`src/rtl/button_pkg.sv`:
```
// Shared definitions for the push-button reader: channel state encoding and
// the counter-width helper used by every channel.
package button_pkg;

  typedef enum logic [2:0] {
    IDLE      = 3'd0,
    DEB_PRESS = 3'd1,
    HELD      = 3'd2,
    LONG_HELD = 3'd3,
    DEB_REL   = 3'd4
  } btn_state_t;

  // Width that holds the largest cycle count, plus one spare bit of headroom.
  function automatic int cnt_width(input int a, input int b, input int c);
    int m;
    m = a;
    if (b > m) m = b;
    if (c > m) m = c;
    return $clog2(m) + 1;
  endfunction

endpackage

```
`src/rtl/button_channel.sv`:
```
// One push-button channel: 2-FF synchronizer, debounce/hold FSM and pulse outputs.
// Auto-repeat is built only when BUTTON_READER_AUTOREPEAT_EN is defined.
module button_channel
  import button_pkg::*;
#(
  parameter int DEBOUNCE_CYCLES = 270000,
  parameter int LONG_CYCLES     = 27000000,
  parameter int REPEAT_CYCLES   = 4500000,
  parameter int ACTIVE_LOW      = 1
) (
  input  logic clk,
  input  logic reset,
  input  logic btn_raw,
  output logic pressed,
  output logic press_pulse,
  output logic release_pulse,
  output logic short_pulse,
  output logic long_pulse,
  output logic repeat_pulse
);

  localparam int CW = cnt_width(DEBOUNCE_CYCLES, LONG_CYCLES, REPEAT_CYCLES);
  localparam logic [CW-1:0] DEB_LAST  = CW'(DEBOUNCE_CYCLES - 1);
  localparam logic [CW-1:0] LONG_LAST = CW'(LONG_CYCLES - 1);
  localparam logic [CW-1:0] CNT_ONE   = CW'(1);
  localparam logic          REL_LEVEL = (ACTIVE_LOW != 0);

  logic [1:0]    sync_reg;
  logic          s;
  btn_state_t    state_reg, state_next;
  logic [CW-1:0] cnt_reg, cnt_next, cnt_inc;
  logic          was_long_reg, was_long_next;
  logic          pressed_reg, pressed_next;
  logic          press_reg, press_next;
  logic          release_reg, release_next;
  logic          short_reg, short_next;
  logic          long_reg, long_next;

  assign s       = (ACTIVE_LOW != 0) ? ~sync_reg[1] : sync_reg[1];
  assign cnt_inc = (cnt_reg == '1) ? cnt_reg : cnt_reg + CNT_ONE;

`ifdef BUTTON_READER_AUTOREPEAT_EN
  localparam logic [CW-1:0] REP_LAST = CW'(REPEAT_CYCLES - 1);
  logic repeat_reg, repeat_next;
`endif

  always_ff @(posedge clk) begin
    if (reset) begin
      sync_reg     <= {2{REL_LEVEL}};
      state_reg    <= IDLE;
      cnt_reg      <= '0;
      was_long_reg <= 1'b0;
      pressed_reg  <= 1'b0;
      press_reg    <= 1'b0;
      release_reg  <= 1'b0;
      short_reg    <= 1'b0;
      long_reg     <= 1'b0;
`ifdef BUTTON_READER_AUTOREPEAT_EN
      repeat_reg   <= 1'b0;
`endif
    end else begin
      sync_reg     <= {sync_reg[0], btn_raw};
      state_reg    <= state_next;
      cnt_reg      <= cnt_next;
      was_long_reg <= was_long_next;
      pressed_reg  <= pressed_next;
      press_reg    <= press_next;
      release_reg  <= release_next;
      short_reg    <= short_next;
      long_reg     <= long_next;
`ifdef BUTTON_READER_AUTOREPEAT_EN
      repeat_reg   <= repeat_next;
`endif
    end
  end

  always_comb begin
    state_next    = state_reg;
    cnt_next      = cnt_reg;
    was_long_next = was_long_reg;
    press_next    = 1'b0;
    release_next  = 1'b0;
    short_next    = 1'b0;
    long_next     = 1'b0;
`ifdef BUTTON_READER_AUTOREPEAT_EN
    repeat_next   = 1'b0;
`endif
    case (state_reg)
      IDLE: begin
        was_long_next = 1'b0;
        if (s) begin
          state_next = DEB_PRESS;
          cnt_next   = '0;
        end
      end
      DEB_PRESS: begin
        if (!s) begin
          state_next = IDLE;
          cnt_next   = '0;
        end else if (cnt_reg == DEB_LAST) begin
          state_next = HELD;
          press_next = 1'b1;
          cnt_next   = '0;
        end else begin
          cnt_next = cnt_inc;
        end
      end
      HELD: begin
        if (!s) begin
          state_next = DEB_REL;
          cnt_next   = '0;
        end else if (cnt_reg == LONG_LAST) begin
          state_next    = LONG_HELD;
          long_next     = 1'b1;
          was_long_next = 1'b1;
          cnt_next      = '0;
        end else begin
          cnt_next = cnt_inc;
        end
      end
      LONG_HELD: begin
        if (!s) begin
          state_next = DEB_REL;
          cnt_next   = '0;
        end
`ifdef BUTTON_READER_AUTOREPEAT_EN
        else if (cnt_reg == REP_LAST) begin
          repeat_next = 1'b1;
          cnt_next    = '0;
        end else begin
          cnt_next = cnt_inc;
        end
`endif
      end
      DEB_REL: begin
        // A bounce back to pressed resumes the hold with a fresh count.
        if (s) begin
          state_next = was_long_reg ? LONG_HELD : HELD;
          cnt_next   = '0;
        end else if (cnt_reg == DEB_LAST) begin
          state_next   = IDLE;
          release_next = 1'b1;
          short_next   = ~was_long_reg;
          cnt_next     = '0;
        end else begin
          cnt_next = cnt_inc;
        end
      end
      default: begin
        state_next = IDLE;
        cnt_next   = '0;
      end
    endcase
    pressed_next = (state_next == HELD) || (state_next == LONG_HELD) ||
                   (state_next == DEB_REL);
  end

  assign pressed       = pressed_reg;
  assign press_pulse   = press_reg;
  assign release_pulse = release_reg;
  assign short_pulse   = short_reg;
  assign long_pulse    = long_reg;
`ifdef BUTTON_READER_AUTOREPEAT_EN
  assign repeat_pulse  = repeat_reg;
`else
  assign repeat_pulse  = 1'b0;
`endif

endmodule

```
`src/rtl/button_reader.sv`:
```
// Board push-button reader: NUM_BTN independent debounced channels with
// press/release/short/long event pulses (auto-repeat via BUTTON_READER_AUTOREPEAT_EN).
module button_reader
  import button_pkg::*;
#(
  parameter int NUM_BTN         = 2,
  parameter int DEBOUNCE_CYCLES = 270000,
  parameter int LONG_CYCLES     = 27000000,
  parameter int REPEAT_CYCLES   = 4500000,
  parameter int ACTIVE_LOW      = 1
) (
  input  logic               clk,
  input  logic               reset,
  input  logic [NUM_BTN-1:0] btn_raw,
  output logic [NUM_BTN-1:0] pressed,
  output logic [NUM_BTN-1:0] press_pulse,
  output logic [NUM_BTN-1:0] release_pulse,
  output logic [NUM_BTN-1:0] short_pulse,
  output logic [NUM_BTN-1:0] long_pulse,
  output logic [NUM_BTN-1:0] repeat_pulse
);

  for (genvar gi = 0; gi < NUM_BTN; gi++) begin : g_chan
    button_channel #(
      .DEBOUNCE_CYCLES(DEBOUNCE_CYCLES),
      .LONG_CYCLES    (LONG_CYCLES),
      .REPEAT_CYCLES  (REPEAT_CYCLES),
      .ACTIVE_LOW     (ACTIVE_LOW)
    ) u_chan (
      .clk          (clk),
      .reset        (reset),
      .btn_raw      (btn_raw[gi]),
      .pressed      (pressed[gi]),
      .press_pulse  (press_pulse[gi]),
      .release_pulse(release_pulse[gi]),
      .short_pulse  (short_pulse[gi]),
      .long_pulse   (long_pulse[gi]),
      .repeat_pulse (repeat_pulse[gi])
    );
  end

endmodule
```
`config.mk`:
```
export PLATFORM = sky130hd
export DESIGN_NAME = button_reader
export DESIGN_NICKNAME = d
export VERILOG_FILES = /design/src/rtl/button_pkg.sv /design/src/rtl/button_channel.sv /design/src/rtl/button_reader.sv
export SDC_FILE = /design/constraint.sdc
export NUM_CORES = 1
export LEC_CHECK = 0
export CAP_MARGIN = 15
export CORE_MARGIN = 4
export CORE_UTILIZATION = 28
export CTS_CLUSTER_DIAMETER = 50
export DETAILED_ROUTE_END_ITERATION = 6
export GPL_ROUTABILITY_DRIVEN = 0
export SYNTH_ARGS = -nofsm -noshare
export SYNTH_HDL_FRONTEND = slang
export SYNTH_HIERARCHICAL = 1
export SYNTH_SLANG_ARGS = --single-unit
export TNS_END_PERCENT = 50
```
`constraint.sdc`:
```
create_clock -name clk -period 3.4 [get_ports clk]
set_input_delay 1.02 -clock clk [delete_from_list [all_inputs] [get_ports clk]]
set_output_delay 1.02 -clock clk [all_outputs]
set_load 0.02 [all_outputs]
```
**Word level (Yosys, flattened, before mapping)**

Index checks and enable logic that the tools add are counted.

- Register bits: 74
- Input bits: 4
- Output and inout port bits: 12

- $add $sub $neg: 2
- Equality and inequality tests: 28
- Muxes and demuxes: 48
- Bitwise logic cells: 12
- Reduce and logical (&&, ||, !) cells: 20

Operators with widths:

| operator | count |
|---|---|
| 2-to-1 mux 26 bit | 16 |
| one-hot mux 26 bit (5 select lines) | 2 |
| adder 26 x 1 -> 26 bit (second input constant) | 2 |
| equality test 26 x 19 -> 1 bit (second input constant) | 2 |
| equality test 26 x 25 -> 1 bit (second input constant) | 2 |
| equality test 26 bit (second input constant) | 2 |
| 2-to-1 mux 3 bit | 16 |
| one-hot mux 3 bit (5 select lines) | 2 |
| equality test 3 x 2 -> 1 bit (second input constant) | 8 |
| OR reduction 3 bit | 6 |
| equality test 3 bit (second input constant) | 4 |
| NOT 1 bit | 12 |
| 2-to-1 mux 1 bit | 10 |
| inequality test 2 x 1 -> 1 bit (second input constant) | 4 |
| inequality test 2 bit (second input constant) | 4 |
| OR reduction 4 bit | 2 |
| equality test 3 x 1 -> 1 bit (second input constant) | 2 |
| zero test 3 bit | 2 |
| AND reduction 3 bit | 2 |
| logical OR 1 bit | 4 |
| one-hot mux 1 bit (2 select lines) | 2 |
| AND reduction 2 bit | 2 |
| nonzero test 2 bit | 2 |

**Depth between registers and ports, before layout**

- Depth in word-level cells: 7
- Mapped depth: 8
- Mapped depth without buffers: 7

**Modules after synthesis**

The synthesis kept the hierarchy.

By module, submodules not included:

| module | instances | cells an instance | area each (µm²) | sequential area each (µm²) |
|---|---|---|---|---|
| button_channel (g_chan[1].u_chan) | 1 | 262 | 2238.4 | 740.7 |
| button_channel (g_chan[0].u_chan) | 1 | 248 | 2072.0 | 740.7 |

**Least setup slack after synthesis**

OpenSTA, ideal clock, no wires.

- Path kind: input to register
- Start point: in reset
- End point: reg g_chan[1].u_chan.cnt_reg[24]
- Data arrival time: 2.146 ns
- Data required time: 3.321 ns
- Path slack: 1.175 ns
- Stages on the path: 4
- Cell sequence: or2_2 o32a_2 o31a_1 a211oi_2

RTL lines:

| item | RTL line | source |
|---|---|---|
| start, declared | button_reader.sv:13 | `input logic reset,` |
| end signal, assigned | button_channel.sv:64 | `cnt_reg <= cnt_next;` |
| end, declared | button_channel.sv:31 | `logic [CW-1:0] cnt_reg, cnt_next, cnt_inc;` |

==> results.toml <==
[drt]
vias = 3859
drt_wl_total_um = 10100
wl_per_cell_um = 14.3
first_iter_violations = 476
viasPerCell = 5.47
drc_errors = 0
first_pass_iters = 5
ant_nets = 0

[logic_synthesis]
ys_seq_elements = 74
synth_edf_count = 0
netlist_area_sq_mm = 0.00431
netlist_instances = 510
synth_top_family_by_area = "simple AND/OR/NAND/NOR gates"
synth_compound_area_frac = 0.203
syn_nets = 516
synth_ff_type = "dfxtp_1"
muxShareOfSynthArea = 0.00697
syn_area_per_cell_sq_um = 8.45
synthAdderAreaFrac = 0.00581
synth_xor_area_frac = 0.0264
async_flop_share = 0
ys_seq_area_frac = 0.344
yosys.area_share.simple = 0.352
synth.distinct_cells = 80
yosysWarnings = 6

[cells_and_area]
drive_gt1_frac = 0.122
layout.cells.non_filler = 705
nNetsFinal = 518
area_delta_synth_final_pct = 12.2
n_fill_cell = 1544
design_area_sq_mm = 0.00484
largest_reg_flops = 52
fin_util = 0.319
diodes = 0

[worst_hold_path]
worst_hold_path_type = "reg -> reg"
hold_path_depth = 1

[worst_setup_path]
cp_num_buf_inv = 2
cp_max_fo = 12
crit_chain = "clkdlybuf4s50_1 -> buf_4 -> or2_1 -> o32a_2 -> o31a_1 -> a211oi_2"
rr_worst_depth = 8
crit_path_end_kind = "flip-flop"
start_kind = "input pin"
worstSetupPathType = "in -> reg"
cp.required_ps = 3660
crit_cells = 6
cp_slowest_cell = "clkdlybuf4s50_1"
arrival_ps = 2720
cp_slowest_stage_delay_ps = 440
cp_top_family = "compound AO/OA/AOI/OAI gates"

[grt]
first_global_vias = 3573
grt_antenna_before_repair = 0
grt_pass1_wl_um = 17300
grt_usage = 0.117
grt-ovfl-total = 0
grt_max_degree = 25

[place]
io_buffers = 13
dp_slack_ps = 599
dp_hpwl_um = 7070
dp_cells = 689
place_area_sq_mm = 0.00449

[sta]
fin_tns_setup_ps = 0
hold_violations = 0
tightest_slew_ps = 852
rsz0062_at_grt = "false"
clock.fmax_ghz = 0.407
layout_min_cycle_time_ps = 2460
slew_headroom = 0.430
fin_hold_ws_ps = 414
setup_violations = 0
drv_slew = 0
layout_worst_path_cycle_share = 0.722
skew_ps = 10.6
timing.final.ws_setup_ps = 945

[floorplanning]
start_util = 0.285
std_cell_rows = 45
dieWidth_um = 132
dieArea_sq_mm = 0.0174
die_h_um = 132
core-area_sq_mm = 0.0151
num_io_pins = 16

[clock_tree]
cts_resized = 0
hold_buffers = 0
cts_setup_buffers = 0
clkSinkCount = 74
cts-root-buf = "clkbuf_16"
htreeDepth = 3
cts-buffers-inserted = 9
cts_buffer_depth = 2
clk_pin_slew_ps = 60
cts_tree = "yes"
clk_latency_ps = 350

[job]
maxCapViolations = 0

[power]
leakage_nw = 1.62
power_density_mw_per_mm2 = 422
power_mw = 2.04
ir_drop_uv = 214

[status]
outcome = "complete, no violations"
## metal layers
metal,share of wire,GRT usage
met5,0,0
met4,0.0078,0.0309
met3,0.053,0.0405
met2,0.46,0.180
met1,0.47,0.156
## worst paths after layout
kind         slack [ps]                                     start                                   endpoint
min reg2reg         410   g_chan[1].u_chan/sync_reg[0]$_SDFF_PP1_    g_chan[1].u_chan/sync_reg[1]$_SDFF_PP1_
max reg2reg         990  g_chan[0].u_chan/cnt_reg[0]$_SDFFE_PP0P_   g_chan[0].u_chan/cnt_reg[3]$_SDFFE_PP0P_
max                 940                                     reset  g_chan[1].u_chan/cnt_reg[24]$_SDFFE_PP0P_
min                 410   g_chan[1].u_chan/sync_reg[0]$_SDFF_PP1_    g_chan[1].u_chan/sync_reg[1]$_SDFF_PP1_
## area by class of cell
type                       count  area (sq um)  share of cell area
inverter                      14          52.6              0.0109
tap                          188           235              0.0486
sequential                    74          1480               0.306
clock buffer                   9           225              0.0466
timing repair buffer          17           160              0.0331
multi-input combinational    396          2560               0.530
clock inverter                 7           118              0.0243
## where the power goes
part	internal, mW	total, mW	switching, mW
Sequential	0.872	0.879	0.00713
Clock	0.716	1.10	0.380
Combinational	0.0239	0.0665	0.0427
## Yosys cell counts (all sizes together), types with 4 or more instances
library cell,instances,area share
a211oi,8,0.015
a21o,8,0.014
a21oi,24,0.029
a22o,5,0.010
a31oi,11,0.023
and2,6,0.0087
and3,9,0.014
and4,14,0.029
buf,17,0.032
clkbuf,8,0.015
dfxtp,74,0.34
inv,14,0.012
nand2,52,0.045
nand2b,7,0.012
nand3,31,0.036
nand3b,4,0.0070
nand4,26,0.039
nor2,49,0.043
nor2b,4,0.0058
nor3,23,0.031
nor4,9,0.023
o211ai,4,0.0081
o21a,4,0.0070
o21ai,15,0.018
o311ai,8,0.018
or2,10,0.015
or3,6,0.0087
xnor2,4,0.0081
xor2,9,0.018
## layout by cell type (no fill, tap or decap), drive strengths merged, types with 5 or more instances in the layout
cell type,n
a211oi,8
a21o,8
a21oi,24
a22o,5
a31oi,11
and2,6
and3,9
and4,14
clkbuf,9
clkdlybuf4s50,13
dfxtp,74
inv,14
nand2,52
nand2b,7
nand3,31
nand4,26
nor2,49
nor3,23
nor4,9
o21ai,15
o311ai,8
or2,10
or3,6
xor2,9
## cells by family after synthesis
family | count (synthesis)
flip-flops | 74
adder cells (fa/ha/maj) | 2
multiplexers | 3
AND/OR/NAND/NOR | 263
other | 2
buffers and inverters | 40
XOR/XNOR | 13
AO/OA/AOI/OAI | 113
Power figures use the tool's default switching activity.
